## config.mk

```make
export PLATFORM = sky130hd
export DESIGN_NAME = bus_compare_pipe
export DESIGN_NICKNAME = d
export VERILOG_FILES = /design/src/rtl/bus_compare_pipe_pkg.sv /design/src/rtl/bus_compare_lane.sv /design/src/rtl/bus_compare_pipe.sv
export SDC_FILE = /design/constraint.sdc
export NUM_CORES = 1
export LEC_CHECK = 0
export ABC_AREA = 0
export BUFFER_PORTS_ARGS = -buffer_cell sky130_fd_sc_hd__buf_4
export CAP_MARGIN = 10
export CORE_MARGIN = 2
export CORE_UTILIZATION = 35
export DETAILED_ROUTE_END_ITERATION = 10
export SLEW_MARGIN = 20
export SYNTH_ARGS = -nofsm -noshare
export SYNTH_HDL_FRONTEND = slang
export SYNTH_SLANG_ARGS = --single-unit
```

## constraint.sdc

```tcl
create_clock -name clk -period 2.16 [get_ports clk]
set_input_delay 0.216 -clock clk [delete_from_list [all_inputs] [get_ports clk]]
set_output_delay 0.216 -clock clk [all_outputs]
set_load 0.01 [all_outputs]
```

## src/rtl/bus_compare_pipe_pkg.sv

```systemverilog
// Shared definitions for the pipelined bus comparator.
// Header-extract logic reuses the lane index width helper, the mask reset
// value and the lane slice macro.
`ifndef BUS_COMPARE_PIPE_PKG_SV
`define BUS_COMPARE_PIPE_PKG_SV

// Lane i of a flat packed bus of w-bit lanes
`define BCP_LANE_SLICE(vec, i, w) vec[(i)*(w) +: (w)]

package bus_compare_pipe_pkg;

   // Widest lane supported by the shared mask reset value
   localparam int unsigned MAX_WIDTH = 64;

   // All bits participate in the compare after reset
   localparam logic [MAX_WIDTH-1:0] MASK_RST_VAL = '1;

   // Lane index width, never narrower than one bit
   function automatic int unsigned lane_idx_w(input int unsigned n);
      return (n <= 1) ? 1 : $clog2(n);
   endfunction

endpackage

`endif

```

## src/rtl/bus_compare_lane.sv

```systemverilog
// One compare lane: eq is high when a and b agree on every masked-in bit.
// Ports: a, b (operands), mask (1 = bit participates), eq (combinational).
module bus_compare_lane #(
   parameter int unsigned WIDTH = 8
) (
   input  logic [WIDTH-1:0] a,
   input  logic [WIDTH-1:0] b,
   input  logic [WIDTH-1:0] mask,
   output logic             eq
);

   assign eq = ~|((a ^ b) & mask);

endmodule

```

## src/rtl/bus_compare_pipe.sv

```systemverilog
// Multi-lane masked equality compare with a two-stage valid/ready pipeline,
// any/all flags and a saturating full-match counter.
// Ports: clk, rst_n; in_valid/in_ready/in_a/in_b (operand sets);
// mask_wr_en/mask_wr_lane/mask_wr_data (per-lane mask write);
// out_valid/out_ready/out_equal/out_any/out_all (results);
// match_cnt/cnt_clr (count of transferred all-match results).
module bus_compare_pipe
   import bus_compare_pipe_pkg::*;
#(
   parameter int unsigned WIDTH      = 8,
   parameter int unsigned NUM_LANES  = 4,
   parameter int unsigned CNT_WIDTH  = 16,
   localparam int unsigned LANE_IDX_W = lane_idx_w(NUM_LANES)
) (
   input  logic                       clk,
   input  logic                       rst_n,
   input  logic                       in_valid,
   output logic                       in_ready,
   input  logic [NUM_LANES*WIDTH-1:0] in_a,
   input  logic [NUM_LANES*WIDTH-1:0] in_b,
   input  logic                       mask_wr_en,
   input  logic [LANE_IDX_W-1:0]      mask_wr_lane,
   input  logic [WIDTH-1:0]           mask_wr_data,
   output logic                       out_valid,
   input  logic                       out_ready,
   output logic [NUM_LANES-1:0]       out_equal,
   output logic                       out_any,
   output logic                       out_all,
   output logic [CNT_WIDTH-1:0]       match_cnt,
   input  logic                       cnt_clr
);

   localparam logic [WIDTH-1:0]     MASK_RST = WIDTH'(MASK_RST_VAL);
   localparam logic [CNT_WIDTH-1:0] CNT_MAX  = '1;

   logic [WIDTH-1:0]     mask_q [NUM_LANES];
   logic [NUM_LANES-1:0] eq_c;
   logic [NUM_LANES-1:0] s1_eq;
   logic                 s1_v;
   logic                 s1_ready_c;
   logic                 s2_ready_c;
   logic                 in_xfer_c;
   logic                 out_xfer_c;

   // Per-lane masks; a write lands on the next edge, lanes out of range ignored
   always_ff @(posedge clk or negedge rst_n) begin
      if (!rst_n) begin
         for (int i = 0; i < NUM_LANES; i++) mask_q[i] <= MASK_RST;
      end else if (mask_wr_en) begin
         for (int i = 0; i < NUM_LANES; i++) begin
            if (mask_wr_lane == LANE_IDX_W'(i)) mask_q[i] <= mask_wr_data;
         end
      end
   end

   // Combinational compare of the incoming operand set against current masks
   for (genvar g = 0; g < NUM_LANES; g++) begin : g_lane
      bus_compare_lane #(.WIDTH(WIDTH)) u_lane (
         .a    (`BCP_LANE_SLICE(in_a, g, WIDTH)),
         .b    (`BCP_LANE_SLICE(in_b, g, WIDTH)),
         .mask (mask_q[g]),
         .eq   (eq_c[g])
      );
   end

   // Ready chain: only out_ready propagates combinationally back to in_ready
   always_comb begin
      s2_ready_c = !out_valid || out_ready;
      s1_ready_c = !s1_v || s2_ready_c;
      in_xfer_c  = in_valid && s1_ready_c;
      out_xfer_c = out_valid && out_ready;
   end

   assign in_ready = s1_ready_c;

   // Stage 1: capture the equal vector on input transfer
   always_ff @(posedge clk or negedge rst_n) begin
      if (!rst_n) begin
         s1_v  <= 1'b0;
         s1_eq <= '0;
      end else if (in_xfer_c) begin
         s1_v  <= 1'b1;
         s1_eq <= eq_c;
      end else if (s2_ready_c) begin
         s1_v  <= 1'b0;
      end
   end

   // Stage 2: result registers; data held while stalled or empty
   always_ff @(posedge clk or negedge rst_n) begin
      if (!rst_n) begin
         out_valid <= 1'b0;
         out_equal <= '0;
         out_any   <= 1'b0;
         out_all   <= 1'b0;
      end else if (s2_ready_c) begin
         out_valid <= s1_v;
         if (s1_v) begin
            out_equal <= s1_eq;
            out_any   <= |s1_eq;
            out_all   <= &s1_eq;
         end
      end
   end

   // Saturating full-match counter; clear has priority
   always_ff @(posedge clk or negedge rst_n) begin
      if (!rst_n) begin
         match_cnt <= '0;
      end else if (cnt_clr) begin
         match_cnt <= '0;
      end else if (out_xfer_c && out_all && (match_cnt != CNT_MAX)) begin
         match_cnt <= match_cnt + CNT_WIDTH'(1);
      end
   end

endmodule

```

==> results of run 1 <==
[area by class of cell]
type	instances	share of cell area
tap	105	0.0319
inverter	2	0.00182
timing repair buffer	106	0.194
sequential	60	0.374
multi-input combinational	187	0.351
clock inverter	3	0.00425
clock buffer	13	0.0437
[synthesized netlist by cell type]
| cell | instances | share of area |
|---|---|---|
| a21oi_1 | 13 | 0.022 |
| a22oi_1 | 16 | 0.040 |
| a31oi_1 | 2 | 0.0042 |
| and2_1 | 1 | 0.0021 |
| and4_1 | 2 | 0.0058 |
| and4_2 | 1 | 0.0033 |
| buf_1 | 1 | 0.0012 |
| buf_2 | 2 | 0.0033 |
| clkbuf_1 | 1 | 0.0012 |
| dfrtp_1 | 28 | 0.23 |
| dfstp_2 | 32 | 0.28 |
| ha_1 | 1 | 0.0042 |
| inv_1 | 2 | 0.0025 |
| mux2_2 | 37 | 0.14 |
| nand2_1 | 13 | 0.016 |
| nand2b_1 | 2 | 0.0042 |
| nand3_1 | 10 | 0.017 |
| nand3_4 | 1 | 0.0058 |
| nand3b_1 | 3 | 0.0075 |
| nand4_1 | 9 | 0.019 |
| nor2_1 | 3 | 0.0037 |
| nor2b_1 | 1 | 0.0021 |
| nor3_1 | 2 | 0.0033 |
| nor3b_1 | 1 | 0.0025 |
| nor3b_2 | 1 | 0.0042 |
| nor4_1 | 2 | 0.0042 |
| o21ai_0 | 9 | 0.015 |
| o21bai_1 | 2 | 0.0050 |
| o31ai_1 | 9 | 0.022 |
| or2b_1 | 1 | 0.0025 |
| or3_1 | 2 | 0.0042 |
| or3_2 | 1 | 0.0025 |
| or4_1 | 9 | 0.022 |
| or4_2 | 1 | 0.0029 |
| xor2_1 | 32 | 0.093 |
[worst register-to-register path: cells and delay by family, from the launching register on]
family	cells	cell delay, ps
AO/OA/AOI/OAI	1	170
flip-flops	1	430
AND/OR/NAND/NOR	3	1260
[metal layers]
layer	vias up	share of wire	routed length [µm]	global-route usage
met2	72	0.49	3470	0.243
li1	1181	-	-	-
met3	6	0.054	384	0.0368
met4	0	0.0063	45	0.0488
met1	1198	0.45	3240	0.223
met5	-	0	0	0
[power by group through the flow]
stage	sequential (mW)	combinational (mW)	clock [mW]
finish	1.46	0.518	0.991
global route	1.48	0.572	1.07
CTS	1.46	0.529	1.02
detailed placement	1.48	0.527	0
global placement	1.47	0.517	0
floorplan	1.46	0.258	0
[worst max-delay path by stage]
stage,to,slack (ps),startpoint,cells past startpoint
finish,match_cnt[13],240,out_valid,4
global route,match_cnt[2],70,match_cnt[0],5
CTS,match_cnt[13],210,out_valid,4
detailed placement,match_cnt[13],220,out_all,4
global placement,match_cnt[9],280,out_valid,4
floorplan,match_cnt[2],320,match_cnt[0],5
[what timing repair did]
item                                   in CTS  in global routing
endpoints found under the hold margin      28                  0
buffers inserted                            0                  0
resized for setup                           0                  1
hold buffers                                1                  0
setup endpoints to repair                   0                  1
[state kept, by name (all words and copies together) (netlist names)]
| name | flops |
|---|---|
| mask_q | 32 |
| match_cnt | 16 |
| out_equal | 4 |
| s1_eq | 4 |
| out_all | 1 |
| out_any | 1 |
| out_valid | 1 |
| s1_v | 1 |
[cells by family (layout without fill, tap and decap cells)]
logic type               count (synthesis)  in the layout  synth area share
AND/OR/NAND/NOR                         66             66             0.135
flip-flops                              60             60             0.513
AO/OA/AOI/OAI                           51             51             0.108
multiplexers                            37             37             0.139
XOR/XNOR                                32             32            0.0932
buffers and inverters                    6            124           0.00832
adder cells (fa/ha/maj)                  1              1           0.00416
==> out/results.txt, run 1 <==
Post-Syn Nets: 334
Overall Power: 2.97 mW
wire length per cell: 15.0 µm
dpl cells: 459
Critical Path End Type: flip-flop
RSZ-0062 raised after global routing: false
IO buf count: 103
Max-cap violations: 0
Clk Latency, worst-skew pair: 330 ps
DP Worst Slack: 223 ps
vias in the first global route: 2425
Cell Pwr Density: 720 mW/mm²
Initial DRT Pass Iterations: 4
Finished Layout Cells: 476
vias per std cell: 5.16
post-synth cell types: 35
share of cells above drive strength 1: 0.526
crit-path max FO: 10
WHS: 100 ps
top cell family by delay on the critical path: simple AND/OR/NAND/NOR gates
Clock Power Share: 0.334
FILL cells: 759
slowest stage delay, CP: 680 ps
Synth Cell Area: 0.00301 mm²
TritonCTS clock tree: yes
RD Place Congestion: 0.855
Setup crit start kind: flip-flop
share of power burned in registers: 0.492
total routed wirelength: 7.14 mm
final core occ: 0.499
total number of vias: 2457
total track usage: 0.158
clk buf depth: 2
Fmax achieved: 0.520 GHz
commonest non-fill, non-tap cell in the layout: buf_4
post-place instance area: 0.00391 mm²
Cells after Synth: 253
diode count: 0
HP Start: in_valid
worst rel slew slack: 0.493
die height: 96.7 µm
FP Rows: 33
kind of critical path: reg -> reg
Min-Delay Endpoint: s1_v
area of the multi-input gates: 0.00145 mm²
NumNets Final: 447
I/O Pins: 104
LEAKAGE: 1.81 nW
TritonCTS Buffers: 9
slowest CP cell: or4_1
worst vdd ir: 0.319 mV
effective utilization at floorplan: 0.364
fin crit share: 0.890
drt drc: 0
CORE AREA: 0.00826 mm²
Die Span X: 96.7 µm
Clock Sinks: 60
setup TNS: 0 ps
HP Class: in -> reg
Crit path buffers/inverters: 0
Area Growth Syn to Fin: 37.1%
worst-margin pin slew: 760 ps
ANT nets after route: 0
DRT iter0 DRCs: 77
antenna violations before repair: 0
r2r worst-path depth: 4
internal power: 2.22 mW
most used cell, CP: or4_1
CP arrival: 2170 ps
Switching Share: 0.251
largest net degree at the start of global routing: 61
gr ovfl total: 0
Final Slew Violations: 0
Synth Warn #: 0
register-to-register setup slack: 240 ps
Clock Root Buffer: clkbuf_8
synthesized flop and latch total: 60
Final Cell Area: 0.00412 mm²
critical path, cell by cell: nand3_4, or4_1, or4_1, a21oi_1
worst r2r src: out_valid
Reg area: 0.00154 mm²
global-route wire length before repair: 12.2 mm
final worst slack: 237 ps
Final min period: 1920 ps
HPWL Detailed: 5.41 mm
Switch Pwr: 745 µW
Data required, critical path: 2410 ps
die area: 0.00935 mm²
Post-Syn Area per Cell: 11.9 µm²
status: completed
# setup viols final: 0
RR Endpoint: match_cnt[13]
WHS Path Cells: 2
Combinational Power Share: 0.174
CTS HTree Levels: 3
Final Hold Viols: 0
part of the Yosys area used for sequential elements: 0.513
Reg clk slew, reported paths: 70 ps
most frequent cells in the layout: 105 x buf_4, 37 x mux2_2, 32 x xor2_1, 32 x dfstp_2, 28 x dfrtp_1
clk_skew: 11.7 ps
(Power assumes the default switching activity.)
==> run 2: changes to the inputs <==
--- a/config.mk
+++ b/config.mk
@@ -11,6 +11,8 @@
 export CORE_MARGIN = 2
 export CORE_UTILIZATION = 35
 export DETAILED_ROUTE_END_ITERATION = 10
+export GPL_TIMING_DRIVEN = 0
+export SETUP_SLACK_MARGIN = 0.2
 export SLEW_MARGIN = 20
 export SYNTH_ARGS = -nofsm -noshare
 export SYNTH_HDL_FRONTEND = slang
==> run 2 against run 1 <==
Effect of this change: clock-buffer cell count decreased by 1; highest routed layer unchanged; setup slack improved by 2.1 ps; wire length increased by 1.9%; non-clock buffer count increased by 12; global-route usage increased by 0.060 points; core utilization increased by 1.8 points; register-to-register slack about the same.
==> out/results.txt, run 2 (same netlist as run 1, synthesis figures left out) <==
TritonCTS Buffers: 9 (unchanged)
global-route wire length before repair: 12.1 mm (was 12.2 mm)
Combinational Power Share: 0.171 (was 0.174)
Switching Share: 0.242 (was 0.251)
worst rel slew slack: 0.488 (was 0.493)
WHS: 82.0 ps (was 100 ps)
wire length per cell: 14.9 µm (was 15.0 µm)
RSZ-0062 raised after global routing: false (unchanged)
drt drc: 0 (unchanged)
clk_skew: 6.18 ps (was 11.7 ps)
gr ovfl total: 0 (unchanged)
dpl cells: 460 (was 459)
status: completed (unchanged)
Final Hold Viols: 0 (unchanged)
total routed wirelength: 7.27 mm (was 7.14 mm)
top cell family by delay on the critical path: simple AND/OR/NAND/NOR gates (unchanged)
HPWL Detailed: 5.38 mm (was 5.41 mm)
Data required, critical path: 2430 ps (was 2410 ps)
NumNets Final: 459 (was 447)
post-place instance area: 0.00390 mm² (was 0.00391 mm²)
Final min period: 1920 ps (about the same)
commonest non-fill, non-tap cell in the layout: buf_4 (unchanged)
setup TNS: 0 ps (unchanged)
Final Slew Violations: 0 (unchanged)
share of cells above drive strength 1: 0.567 (was 0.526)
I/O Pins: 104 (unchanged)
Finished Layout Cells: 488 (was 476)
vias per std cell: 5.14 (was 5.16)
critical path, cell by cell: buf_4, nand2_1, or4_1, buf_4, or4_1, a21oi_2 (was nand3_4, or4_1, or4_1, a21oi_1)
effective utilization at floorplan: 0.364 (unchanged)
Critical Path End Type: flip-flop (unchanged)
Area Growth Syn to Fin: 42.0% (was 37.1%)
IO buf count: 102 (was 103)
RD Place Congestion: 0.749 (was 0.855)
die height: 96.7 µm (unchanged)
Top reg by flops: mask_q (unchanged)
Clock Power Share: 0.349 (was 0.334)
share of power burned in registers: 0.480 (was 0.492)
CTS HTree Levels: 3 (unchanged)
worst vdd ir: 0.354 mV (was 0.319 mV)
FILL cells: 780 (was 759)
HP Class: in -> reg (unchanged)
LEAKAGE: 1.88 nW (was 1.81 nW)
Setup crit start kind: flip-flop (unchanged)
Max-cap violations: 0 (unchanged)
kind of critical path: reg -> reg (unchanged)
Switch Pwr: 735 µW (was 745 µW)
Fmax achieved: 0.521 GHz (was 0.520 GHz)
CP arrival: 2190 ps (was 2170 ps)
# setup viols final: 0 (unchanged)
max reg flops: 32 (unchanged)
slowest stage delay, CP: 480 ps (was 680 ps)
TritonCTS clock tree: yes (unchanged)
CORE AREA: 0.00826 mm² (unchanged)
total number of vias: 2506 (was 2457)
FP Rows: 33 (unchanged)
Reg clk slew, reported paths: 70 ps (about the same)
Clk Latency, worst-skew pair: 340 ps (was 330 ps)
Final Cell Area: 0.00427 mm² (was 0.00412 mm²)
fin crit share: 0.889 (was 0.890)
final worst slack: 239 ps (was 237 ps)
DRT iter0 DRCs: 67 (was 77)
worst-margin pin slew: 768 ps (was 760 ps)
ANT nets after route: 0 (unchanged)
total track usage: 0.159 (was 0.158)
internal power: 2.31 mW (was 2.22 mW)
Crit path buffers/inverters: 2 (was 0)
die area: 0.00935 mm² (unchanged)
DP Worst Slack: -10.5 ps (was 223 ps)
most frequent cells in the layout: 114 x buf_4, 37 x mux2_2, 32 x xor2_1, 32 x dfstp_2, 23 x dfrtp_1 (was 105 x buf_4, 37 x mux2_2, 32 x xor2_1, 32 x dfstp_2, 28 x dfrtp_1)
Clock Root Buffer: clkbuf_8 (unchanged)
clk buf depth: 2 (unchanged)
Top Registers: mask_q x32, match_cnt x16 (unchanged)
Clock Sinks: 60 (unchanged)
Initial DRT Pass Iterations: 4 (unchanged)
vias in the first global route: 2474 (was 2425)
largest net degree at the start of global routing: 61 (unchanged)
Die Span X: 96.7 µm (unchanged)
slowest CP cell: or4_1 (unchanged)
Cell Pwr Density: 712 mW/mm² (was 720 mW/mm²)
crit-path max FO: 10 (unchanged)
antenna violations before repair: 0 (unchanged)
diode count: 0 (unchanged)
-- run 2: cell types whose count changed in the layout (fill, tap and decap cells not counted), sizes merged --
cell / change
bufinv: +1
clkinv: +1
buf: +11
clkinvlp: -1
-- run 2: power groups by stage --
stage / clock, mW / sequential, mW / combinational, mW
after detailed placement: 0 / 1.48 / 0.527
after floorplan: 0 / 1.46 / 0.258
after global routing: 1.15 / 1.48 / 0.575
after global placement: 0 / 1.47 / 0.516
final: 1.06 / 1.46 / 0.521
after CTS: 1.09 / 1.46 / 0.530
-- run 2: per-stage QoR --
| step | util | power [mW] |
|---|---|---|
| after floorplan | - | 1.72 |
| after global placement | 0.473 | 1.99 |
| after detailed placement | 0.473 | 2.01 |
| after CTS | 0.501 | 3.08 |
| after global routing | 0.517 | 3.21 |
| final | 0.517 | 3.04 |
-- run 2: layout make-up --
type	instances	area, µm²	share of cell area
Sequential cell	60	1550	0.363
Multi-Input combinational cell	187	1490	0.350
Timing Repair Buffer	114	858	0.201
Clock buffer	12	166	0.0390
Tap cell	105	131	0.0308
Clock inverter	4	45.0	0.0106
Buffer	4	20.0	0.00469
Inverter	2	7.51	0.00176
-- run 2: worst paths after layout --
check,startpoint,slack [ps],endpoint,cells past startpoint
min in group asynchronous,rst_n,470,match_cnt[0],2
max in group asynchronous,rst_n,1100,out_valid,2
max reg2reg,match_cnt[1],240,match_cnt[13],6
min,in_valid,80,s1_v,2
max,match_cnt[1],240,match_cnt[13],6
min reg2reg,out_any,490,out_any,2
-- run 2: layer usage --
metal  up-vias  global-route usage  share of wire
met5         -                   0              0
met4         0              0.0358         0.0092
met3         8              0.0513          0.058
met2        73               0.261           0.51
met1      1213               0.206           0.42
li1       1212                   -              -
-- run 2: what timing repair did --
action | 4_1_cts | 5_1_grt
setup buffers | 0 | 11
setup endpoints to repair | 10 | 14
pin swaps | 0 | 3
hold buffers | 1 | 0
resized for setup | 3 | 14
hold endpoints to repair | 28 | 0
==> run 3: changes to the inputs <==
--- a/config.mk
+++ b/config.mk
@@ -8,10 +8,13 @@
 export ABC_AREA = 0
 export BUFFER_PORTS_ARGS = -buffer_cell sky130_fd_sc_hd__buf_4
 export CAP_MARGIN = 10
+export CELL_PAD_IN_SITES_DETAIL_PLACEMENT = 0
+export CELL_PAD_IN_SITES_GLOBAL_PLACEMENT = 1
 export CORE_MARGIN = 2
 export CORE_UTILIZATION = 35
 export DETAILED_ROUTE_END_ITERATION = 10
 export GPL_TIMING_DRIVEN = 0
+export PLACE_DENSITY_LB_ADDON = 0.1
 export SETUP_SLACK_MARGIN = 0.2
 export SLEW_MARGIN = 20
 export SYNTH_ARGS = -nofsm -noshare
==> constraint.sdc (replaced) <==
create_clock -name clk -period 2.16 [get_ports clk]
set_input_delay 0.216 -clock clk [delete_from_list [all_inputs] [get_ports clk]]
set_output_delay 0.216 -clock clk [all_outputs]
set_load 0.005 [all_outputs]
==> run 3 against run 2 <==
Effect of this change: global-route usage increased by 0.54 points; critical path type unchanged; wire length grew 2.3%; cell count unchanged; critical path depth decreased by 1; power rose by 5.6%.
==> out/results.txt, run 3 (same netlist as run 1, synthesis figures left out) <==
effective utilization at floorplan: 0.364 (unchanged)
HPWL Detailed: 5.44 mm (was 5.38 mm)
Reg clk slew, reported paths: 70 ps (about the same)
DRT iter0 DRCs: 137 (was 67)
total routed wirelength: 7.44 mm (was 7.27 mm)
register-to-register setup slack: 270 ps (was 240 ps)
LEAKAGE: 1.90 nW (was 1.88 nW)
ANT nets after route: 0 (unchanged)
HP Class: in -> reg (unchanged)
commonest non-fill, non-tap cell in the layout: buf_4 (unchanged)
NumNets Final: 459 (unchanged)
diode count: 0 (unchanged)
post-place instance area: 0.00390 mm² (unchanged)
Top Registers: mask_q x32, match_cnt x16 (unchanged)
RSZ-0062 raised after global routing: false (unchanged)
Data required, critical path: 2380 ps (was 2430 ps)
fin crit share: 0.877 (was 0.889)
global-route wire length before repair: 12.3 mm (was 12.1 mm)
most frequent cells in the layout: 113 x buf_4, 37 x mux2_2, 32 x xor2_1, 32 x dfstp_2, 24 x dfrtp_1 (was 114 x buf_4, 37 x mux2_2, 32 x xor2_1, 32 x dfstp_2, 23 x dfrtp_1)
area of the multi-input gates: 0.00148 mm² (was 0.00149 mm²)
vias per std cell: 5.11 (was 5.14)
total number of vias: 2492 (was 2506)
Final min period: 1890 ps (was 1920 ps)
gr ovfl total: 0 (unchanged)
clk buf depth: 2 (unchanged)
Crit path buffers/inverters: 0 (was 2)
TritonCTS Buffers: 9 (unchanged)
Overall Power: 3.21 mW (was 3.04 mW)
wire length per cell: 15.2 µm (was 14.9 µm)
Initial DRT Pass Iterations: 4 (unchanged)
worst vdd ir: 0.424 mV (was 0.354 mV)
clk_skew: 10.7 ps (was 6.18 ps)
Fmax achieved: 0.528 GHz (was 0.521 GHz)
status: completed (unchanged)
CTS HTree Levels: 3 (unchanged)
CP arrival: 2120 ps (was 2190 ps)
Die Span X: 96.7 µm (unchanged)
Clk Latency, worst-skew pair: 330 ps (was 340 ps)
CORE AREA: 0.00826 mm² (unchanged)
antenna violations before repair: 0 (unchanged)
r2r worst-path depth: 5 (was 6)
critical path depth: 5 (was 6)
top cell family by delay on the critical path: simple AND/OR/NAND/NOR gates (unchanged)
Clock Root Buffer: clkbuf_8 (unchanged)
Area Growth Syn to Fin: 43.1% (was 42.0%)
IO buf count: 102 (unchanged)
critical path, cell by cell: ha_2, nand4_1, or4_4, nand3_1, mux2_2 (was buf_4, nand2_1, or4_1, buf_4, or4_1, a21oi_2)
RD Place Congestion: 0.781 (was 0.749)
Final Cell Area: 0.00430 mm² (was 0.00427 mm²)
TritonCTS clock tree: yes (unchanged)
share of cells above drive strength 1: 0.564 (was 0.567)
Setup crit start kind: flip-flop (unchanged)
drt drc: 0 (unchanged)
Critical Path End Type: flip-flop (unchanged)
worst r2r src: match_cnt[0] (was match_cnt[1])
crit-path max FO: 6 (was 10)
CP Launch Point: match_cnt[0] (was match_cnt[1])
slowest CP cell: or4_4 (was or4_1)
RR Endpoint: match_cnt[2] (was match_cnt[13])
worst rel slew slack: 0.496 (was 0.488)
Clock Sinks: 60 (unchanged)
end point of the critical path: match_cnt[2] (was match_cnt[13])
largest net degree at the start of global routing: 61 (unchanged)
slowest stage delay, CP: 580 ps (was 480 ps)
die height: 96.7 µm (unchanged)
Reg area: 0.00155 mm² (about the same)
FP Rows: 33 (unchanged)
total track usage: 0.164 (was 0.159)
FILL cells: 778 (was 780)
I/O Pins: 104 (unchanged)
die area: 0.00935 mm² (unchanged)
Final Slew Violations: 0 (unchanged)
Max-cap violations: 0 (unchanged)
HP Start: in_valid (unchanged)
max reg flops: 32 (unchanged)
Top reg by flops: mask_q (unchanged)
WHS Path Cells: 2 (unchanged)
worst-margin pin slew: 755 ps (was 768 ps)
Cell Pwr Density: 746 mW/mm² (was 712 mW/mm²)
vias in the first global route: 2520 (was 2474)
kind of critical path: reg -> reg (unchanged)
Final Hold Viols: 0 (unchanged)
# setup viols final: 0 (unchanged)
-- run 3: cell types whose count changed in the layout (fill, tap and decap cells not counted), sizes merged --
| cell | change |
|---|---|
| clkinv | -2 |
| clkbuf | +1 |
| bufinv | +2 |
| buf | -1 |
-- run 3: how the worst min path moves through the flow --
stage,end,slack (ps)
2_1_floorplan,match_cnt[0],-80
3_3_place_gp,out_equal[2],340
3_5_place_dp,out_equal[2],340
4_1_cts,s1_v,80
5_1_grt,s1_v,90
6_report,s1_v,90
-- run 3: metal layers --
layer,share of wire,up-vias,track usage,wire [µm]
met5,0,-,0,0
met4,0.0083,0,0.0477,62
met3,0.050,4,0.0477,371
met2,0.49,69,0.266,3650
met1,0.45,1217,0.215,3350
li1,-,1202,-,-
-- run 3: layout make-up --
| type | count | area share |
|---|---|---|
| clock buffers | 12 | 0.0361 |
| multi-input cells | 187 | 0.345 |
| clock inverters | 4 | 0.0221 |
| well taps | 105 | 0.0305 |
| repair buffers | 114 | 0.199 |
| inverters | 2 | 0.00174 |
| plain buffers | 4 | 0.00611 |
| flip-flops and latches | 60 | 0.359 |
-- run 3: per-stage QoR --
step	hold slack [ps]	instances	setup TNS (ps)	worst slack, ps	util
5_1_grt	85.8	488	0	201	0.521
3_3_place_gp	342	460	-857	-134	0.473
2_1_floorplan	-79.6	253	0	361	-
4_1_cts	80.4	478	0	149	0.508
3_5_place_dp	339	460	-1040	-154	0.473
6_report	92.7	488	0	267	0.521
-- run 3: report_power, final --
group | switching [mW] | internal, mW
Sequential | 0.0896 | 1.37
Combinational | 0.197 | 0.309
Clock | 0.422 | 0.828
Total | 0.708 | 2.50
-- run 3: what timing repair did --
action / 4_1_cts / 5_1_grt
hold buffers: 1 / 0
buffers inserted: 1 / 10
endpoints found under the setup margin: 11 / 14
endpoints found under the hold margin: 28 / 0
gates resized for setup: 5 / 12
pin swaps: 0 / 5
